File: src/rtl/shift_cam_fifo.sv
// Shift-register FIFO with per-slot valid bits and associative compare ports.
// Slot 0 always holds the oldest entry. Each compare port reports a per-slot
// hit vector, an any-hit flag and the index of the oldest hit.
module shift_cam_fifo #(
    parameter int W_WRITE       = 32,
    parameter int W_COMPARE     = W_WRITE,
    parameter int P_COMPSBIT    = 0,
    parameter int C_NUMBERWORDS = 8,
    parameter int C_NUMCOMPARE  = 2,
    parameter int P_REGRESULT   = 1,
    localparam int LW_ADDRESS   = $clog2(C_NUMBERWORDS),
    localparam int LW_COUNT     = $clog2(C_NUMBERWORDS + 1)
) (
    input  logic                                  sClk_i,
    input  logic                                  sRst_i,
    input  logic                                  Flush_i,
    input  logic                                  Write_i,
    input  logic [W_WRITE-1:0]                    WriteData_i,
    input  logic                                  Read_i,
    output logic [W_WRITE-1:0]                    ReadData_oc,
    output logic                                  Empty_oc,
    output logic                                  Full_oc,
    output logic [LW_COUNT-1:0]                   Count_o,
    input  logic [C_NUMCOMPARE*W_COMPARE-1:0]     CompareData_i,
    input  logic [C_NUMCOMPARE-1:0]               CompareEn_i,
    output logic [C_NUMCOMPARE*C_NUMBERWORDS-1:0] CompareResult_o,
    output logic [C_NUMCOMPARE-1:0]               CompareAny_o,
    output logic [C_NUMCOMPARE*LW_ADDRESS-1:0]    CompareFirst_o
);

    logic [W_WRITE-1:0]       slot_q [C_NUMBERWORDS];
    logic [W_WRITE-1:0]       slot_d [C_NUMBERWORDS];
    logic [C_NUMBERWORDS-1:0] valid_q, valid_d;
    logic [LW_COUNT-1:0]      count_q, count_d;
    logic                     empty_q, full_q;

    logic                     read_en, write_en;
    logic [LW_COUNT-1:0]      wr_idx;

    logic [C_NUMCOMPARE*C_NUMBERWORDS-1:0] res_c;
    logic [C_NUMCOMPARE-1:0]               any_c;
    logic [C_NUMCOMPARE*LW_ADDRESS-1:0]    first_c;

    assign read_en  = Read_i & ~empty_q;
    assign write_en = Write_i & (~full_q | read_en);
    // A push that coincides with a pop lands in the slot vacated by the shift.
    assign wr_idx   = read_en ? count_q - 1'b1 : count_q;

    // Next slot contents, valid bits and occupancy.
    always_comb begin
        // NOTE: every variable gets a default first so no path leaves it unassigned (no latch).
        slot_d  = slot_q;
        valid_d = valid_q;
        count_d = count_q;
        if (Flush_i) begin
            for (int i = 0; i < C_NUMBERWORDS; i++) slot_d[i] = '0;
            valid_d = '0;
            count_d = '0;
        end else begin
            // Unused slots are held at zero, so shifting the whole array clears slot Count-1.
            if (read_en) begin
                for (int i = 0; i < C_NUMBERWORDS - 1; i++) slot_d[i] = slot_q[i+1];
                slot_d[C_NUMBERWORDS-1] = '0;
                valid_d = {1'b0, valid_q[C_NUMBERWORDS-1:1]};
            end
            if (write_en) begin
                for (int i = 0; i < C_NUMBERWORDS; i++) begin
                    if (wr_idx == LW_COUNT'(i)) begin
                        slot_d[i]  = WriteData_i;
                        valid_d[i] = 1'b1;
                    end
                end
            end
            if (read_en && !write_en)      count_d = count_q - 1'b1;
            else if (write_en && !read_en) count_d = count_q + 1'b1;
        end
    end

    // State register; flags are registered alongside the count so they always agree.
    always_ff @(posedge sClk_i) begin
        // NOTE: data slots are reset too: the read port must show 0 when empty and stale data must never hit.
        if (sRst_i) begin
            for (int i = 0; i < C_NUMBERWORDS; i++) slot_q[i] <= '0;
            valid_q <= '0;
            count_q <= '0;
            empty_q <= 1'b1;
            full_q  <= 1'b0;
        end else begin
            // NOTE: sequential state uses non-blocking assignments so all registers update together.
            slot_q  <= slot_d;
            valid_q <= valid_d;
            count_q <= count_d;
            empty_q <= (count_d == '0);
            full_q  <= (count_d == LW_COUNT'(C_NUMBERWORDS));
        end
    end

    assign ReadData_oc = slot_q[0];
    assign Empty_oc    = empty_q;
    assign Full_oc     = full_q;
    assign Count_o     = count_q;

    // Associative compare of every valid slot against each port key, plus oldest-hit encoding.
    always_comb begin
        res_c   = '0;
        any_c   = '0;
        first_c = '0;
        for (int p = 0; p < C_NUMCOMPARE; p++) begin
            for (int i = 0; i < C_NUMBERWORDS; i++) begin
                res_c[p*C_NUMBERWORDS + i] = CompareEn_i[p] & valid_q[i] &
                    (slot_q[i][P_COMPSBIT +: W_COMPARE] == CompareData_i[p*W_COMPARE +: W_COMPARE]);
            end
            any_c[p] = |res_c[p*C_NUMBERWORDS +: C_NUMBERWORDS];
            // Scan downwards so the lowest (oldest) hit index is the one left standing.
            for (int i = C_NUMBERWORDS - 1; i >= 0; i--) begin
                if (res_c[p*C_NUMBERWORDS + i]) first_c[p*LW_ADDRESS +: LW_ADDRESS] = LW_ADDRESS'(i);
            end
        end
    end

    if (P_REGRESULT != 0) begin : g_reg_result
        // Registered results reflect contents before this edge's push/pop/flush.
        always_ff @(posedge sClk_i) begin
            if (sRst_i) begin
                CompareResult_o <= '0;
                CompareAny_o    <= '0;
                CompareFirst_o  <= '0;
            end else begin
                CompareResult_o <= res_c;
                CompareAny_o    <= any_c;
                CompareFirst_o  <= first_c;
            end
        end
    end else begin : g_comb_result
        assign CompareResult_o = res_c;
        assign CompareAny_o    = any_c;
        assign CompareFirst_o  = first_c;
    end

endmodule

File: config.mk
export PLATFORM = sky130hd
export DESIGN_NAME = shift_cam_fifo
export DESIGN_NICKNAME = d
export VERILOG_FILES = /design/src/rtl/shift_cam_fifo.sv
export SDC_FILE = /design/constraint.sdc
export NUM_CORES = 1
export LEC_CHECK = 0
export ABC_CLOCK_PERIOD_IN_PS = 3200
export BUFFER_PORTS_ARGS = -buffer_cell sky130_fd_sc_hd__buf_4
export CAP_MARGIN = 20
export CELL_PAD_IN_SITES_DETAIL_PLACEMENT = 1
export CELL_PAD_IN_SITES_GLOBAL_PLACEMENT = 1
export CORE_MARGIN = 3
export CORE_UTILIZATION = 45
export CTS_BUF_LIST = sky130_fd_sc_hd__clkbuf_16
export CTS_CLUSTER_DIAMETER = 80
export DETAILED_ROUTE_END_ITERATION = 6
export PLACE_DENSITY = 0.88
export SYNTH_ARGS = -nofsm -noshare
export SYNTH_HDL_FRONTEND = slang
export SYNTH_SLANG_ARGS = --single-unit
File: constraint.sdc
create_clock -name sClk_i -period 3.2 [get_ports sClk_i]
set_clock_uncertainty 0.1 [all_clocks]
set_input_delay 0.32 -clock sClk_i [delete_from_list [all_inputs] [get_ports sClk_i]]
set_output_delay 0.32 -clock sClk_i [all_outputs]
set_load 0.02 [all_outputs]
==> flow_summary.ini <==
[synthesis]
synthesis.instances = 2406
synth_top_area_frac = 0.313
synth_top_flop_cell = dfxtp_1
yosys-top-cells-count = nand2_1, dfxtp_1, xor2_1
avgSynthCellArea_sq_um = 7.81
yosysTopAreaCell = dfxtp_1
synth_seq_cells = 294
synth-edff-count = 0
synthArstFlopShare = 0
seq_area_frac_synth = 0.313
synth_nets = 2511
yosys_warnings = 0
yosysMostFrequentCell = nand2_1
ys_types = 50
syn-cell-area_sq_um = 18800
synthTopCellsByArea = dfxtp_1, xor2_1, a311oi_1

[route]
wl_mm = 90.5
vias = 19100
routedWlPerCell_microns = 30.8
avgViaCountPerCell = 6.50
drc = 0
drtAntennaViolNets = 0
drt-initial-drc-count = 2024
dr.pass1.iters = 7

[timing]
slew_headroom = 0.333
finalCritPeriodShare = 0.960
setup_viol = 0
worstMarginPinSlew_ns = 1.00
drv_slew = 0
rsz0062_at_grt = no
whs_ns = 0.0223
finalHoldViolations = 0
final.setup.tns_ns = 0
period_minus_slack_ns = 3.07
timing.fmax_ghz = 0.326

[place]
port_buffers = 164
gp_congestion = 1.10
place_hpwl_mm = 68.2

[power]
peakVddDrop_v = 0.000340
leakage_uw = 0.00742
power_density_nw_per_um2 = 437

[die]
start_util = 0.458
core_sq_um = 41000
die_h_microns = 210
io_pins = 165
die_w_microns = 210
rows = 74
dieArea_sq_um = 44200

[setup_path]
crit_buf_inv = 1
cp.depth = 8
critical_path.top_delay_family = compound AO/OA/AOI/OAI gates
reg2reg_setup_slack_ns = 0.13
critPathLaunchType = flop
critPathKind = reg2reg
reg2reg_to = CompareAny_o[1]$_SDFF_PP0_
reg2reg_from = slot_q[145]$_SDFF_PP0_
slowest_delay_ns = 0.71
slowest_stage = a2111oi_0
path_max_fanout = 3
cp_cell_sequence = buf_4 -> xor2_1 -> a221o_1 -> a2111oi_0 -> nand4_1 -> and2_1 -> nor3b_1 -> o21ai_0
ff2ff_path_depth = 8
cp-end-kind = flop
arrival_ns = 3.45
required_ns = 3.58

[global_route]
grt_pass1_vias = 19000
antenna_found_initial = 0
track_usage = 0.396
grt_pass1_wl_mm = 129
grt_max_degree = 204
grt_overflow = 0

[clock_tree]
cts_tree = built
cts_buffer_depth = 3
cts_made_buffers = 36
htreeDepth = 2
clock_sink_count = 294
clockRootBuffer = clkbuf_16
clock_latency_ns = 0.55
cts_setup_buffers = 0
clk_pin_slew_ns = 0.06

[flow_run]
maxCapViolCount = 0

[cells_and_area]
layout-drive-gt1-share = 0.117
syn_to_final_growth_pct = 11.1
nets = 2491
antenna_cells = 0

[worst_hold_path]
hold_path_class = in2reg
min-delay-start = sRst_i
hold_depth = 2
min_to = CompareResult_o[10]$_SDFF_PP0_

[run_status]
run_status = finished, final reports clean
[area by class of cell]
class	count	area [sq um]
clock buffers	37	926
flip-flops and latches	294	5890
clock inverters	23	168
repair buffers	222	1790
well taps	532	666
inverters	14	52.6
multi-input cells	1818	11400
fillers	5043	20100
[state kept, by name, summed over array words and instances (netlist names)]
register and cells:
ReadData_oc 32, Full_oc 1, CompareAny_o 2, Empty_oc 1, CompareFirst_o 6, valid_q 8
CompareResult_o 16, Count_o 4, slot_q 224
[logic make-up (layout without fill, tap and decap cells)]
logic type               Yosys count  count (layout)  share of synthesized area
AND/OR/NAND/NOR                 1002            1002                      0.236
XOR/XNOR                         507             507                      0.236
multiplexers                       1               1                   0.000533
adder cells (fa/ha/maj)            2               2                    0.00133
AO/OA/AOI/OAI                    306             306                      0.131
flip-flops                       294             294                      0.313
buffers and inverters            294             296                     0.0817
[placed cells by master, fill, tap and decap left out, drive strengths merged, types with 25 or more instances in the layout]
master	instances
a21oi	42
a311oi	225
buf	209
clkbuf	37
dfxtp	294
inv	25
nand2	503
nand3	51
nand4	69
nor2	243
nor4	86
xnor2	221
xor2	286
[power breakdown]
group / total, uW / switching, uW / internal, uW
clock: 3960 / 1710 / 2260
sequential: 3800 / 97.7 / 3710
combinational: 1340 / 925 / 419
total: 9110 / 2730 / 6380
[how the worst max path moves through the flow]
stage	start	to	slack (ns)
6_report	slot_q[145]$_SDFF_PP0_	CompareAny_o[1]$_SDFF_PP0_	0.13
5_1_grt	Count_o[0]$_SDFF_PP0_	ReadData_oc[13]$_SDFF_PP0_	0.03
4_1_cts	slot_q[145]$_SDFF_PP0_	CompareAny_o[1]$_SDFF_PP0_	0.15
3_5_place_dp	CompareData_i[54]	CompareAny_o[1]$_SDFF_PP0_	0.08
3_3_place_gp	CompareData_i[54]	CompareFirst_o[5]$_SDFF_PP0_	0.21
2_1_floorplan	Count_o[0]$_SDFF_PP0_	slot_q[36]$_SDFF_PP0_	0.48
[through the flow]
step / utilization / cell area, sq um / setup slack [ns] / std cells / total power, uW
floorplan: - / 18800 / 0.476 / 2406 / 4690
finish: 0.509 / 20900 / 0.128 / 2940 / 9110
detailed placement: 0.479 / 19600 / 0.0838 / 2867 / 5160
CTS: 0.508 / 20900 / 0.154 / 2940 / 9070
global placement: 0.479 / 19600 / 0.210 / 2867 / 5150
global route: 0.509 / 20900 / 0.0325 / 2940 / 9320
[layer usage]
metal | part of all wire | vias to the layer above | track usage
li1 | - | 8165 | -
met3 | 0.085 | 337 | 0.0594
met2 | 0.45 | 1132 | 0.639
met1 | 0.39 | 9478 | 0.499
met4 | 0.071 | 0 | 0.246
met5 | 0 | - | 0
[timing repair]
item                       in CTS  in global routing
setup endpoints to repair       0                 52
gates resized for setup         0                  4
hold buffers                   13                  0
hold endpoints to repair       13                  0
[worst reg2reg max path, cell delays in order (launching register included)]
cell and delay [ns]:
dfxtp_1 0.35, buf_4 0.16, xor2_1 0.21, a221o_1 0.30, a2111oi_0 0.71, nand4_1 0.48, and2_1 0.33, nor3b_1 0.17
o21ai_0 0.20
(Power assumes the default switching activity.)
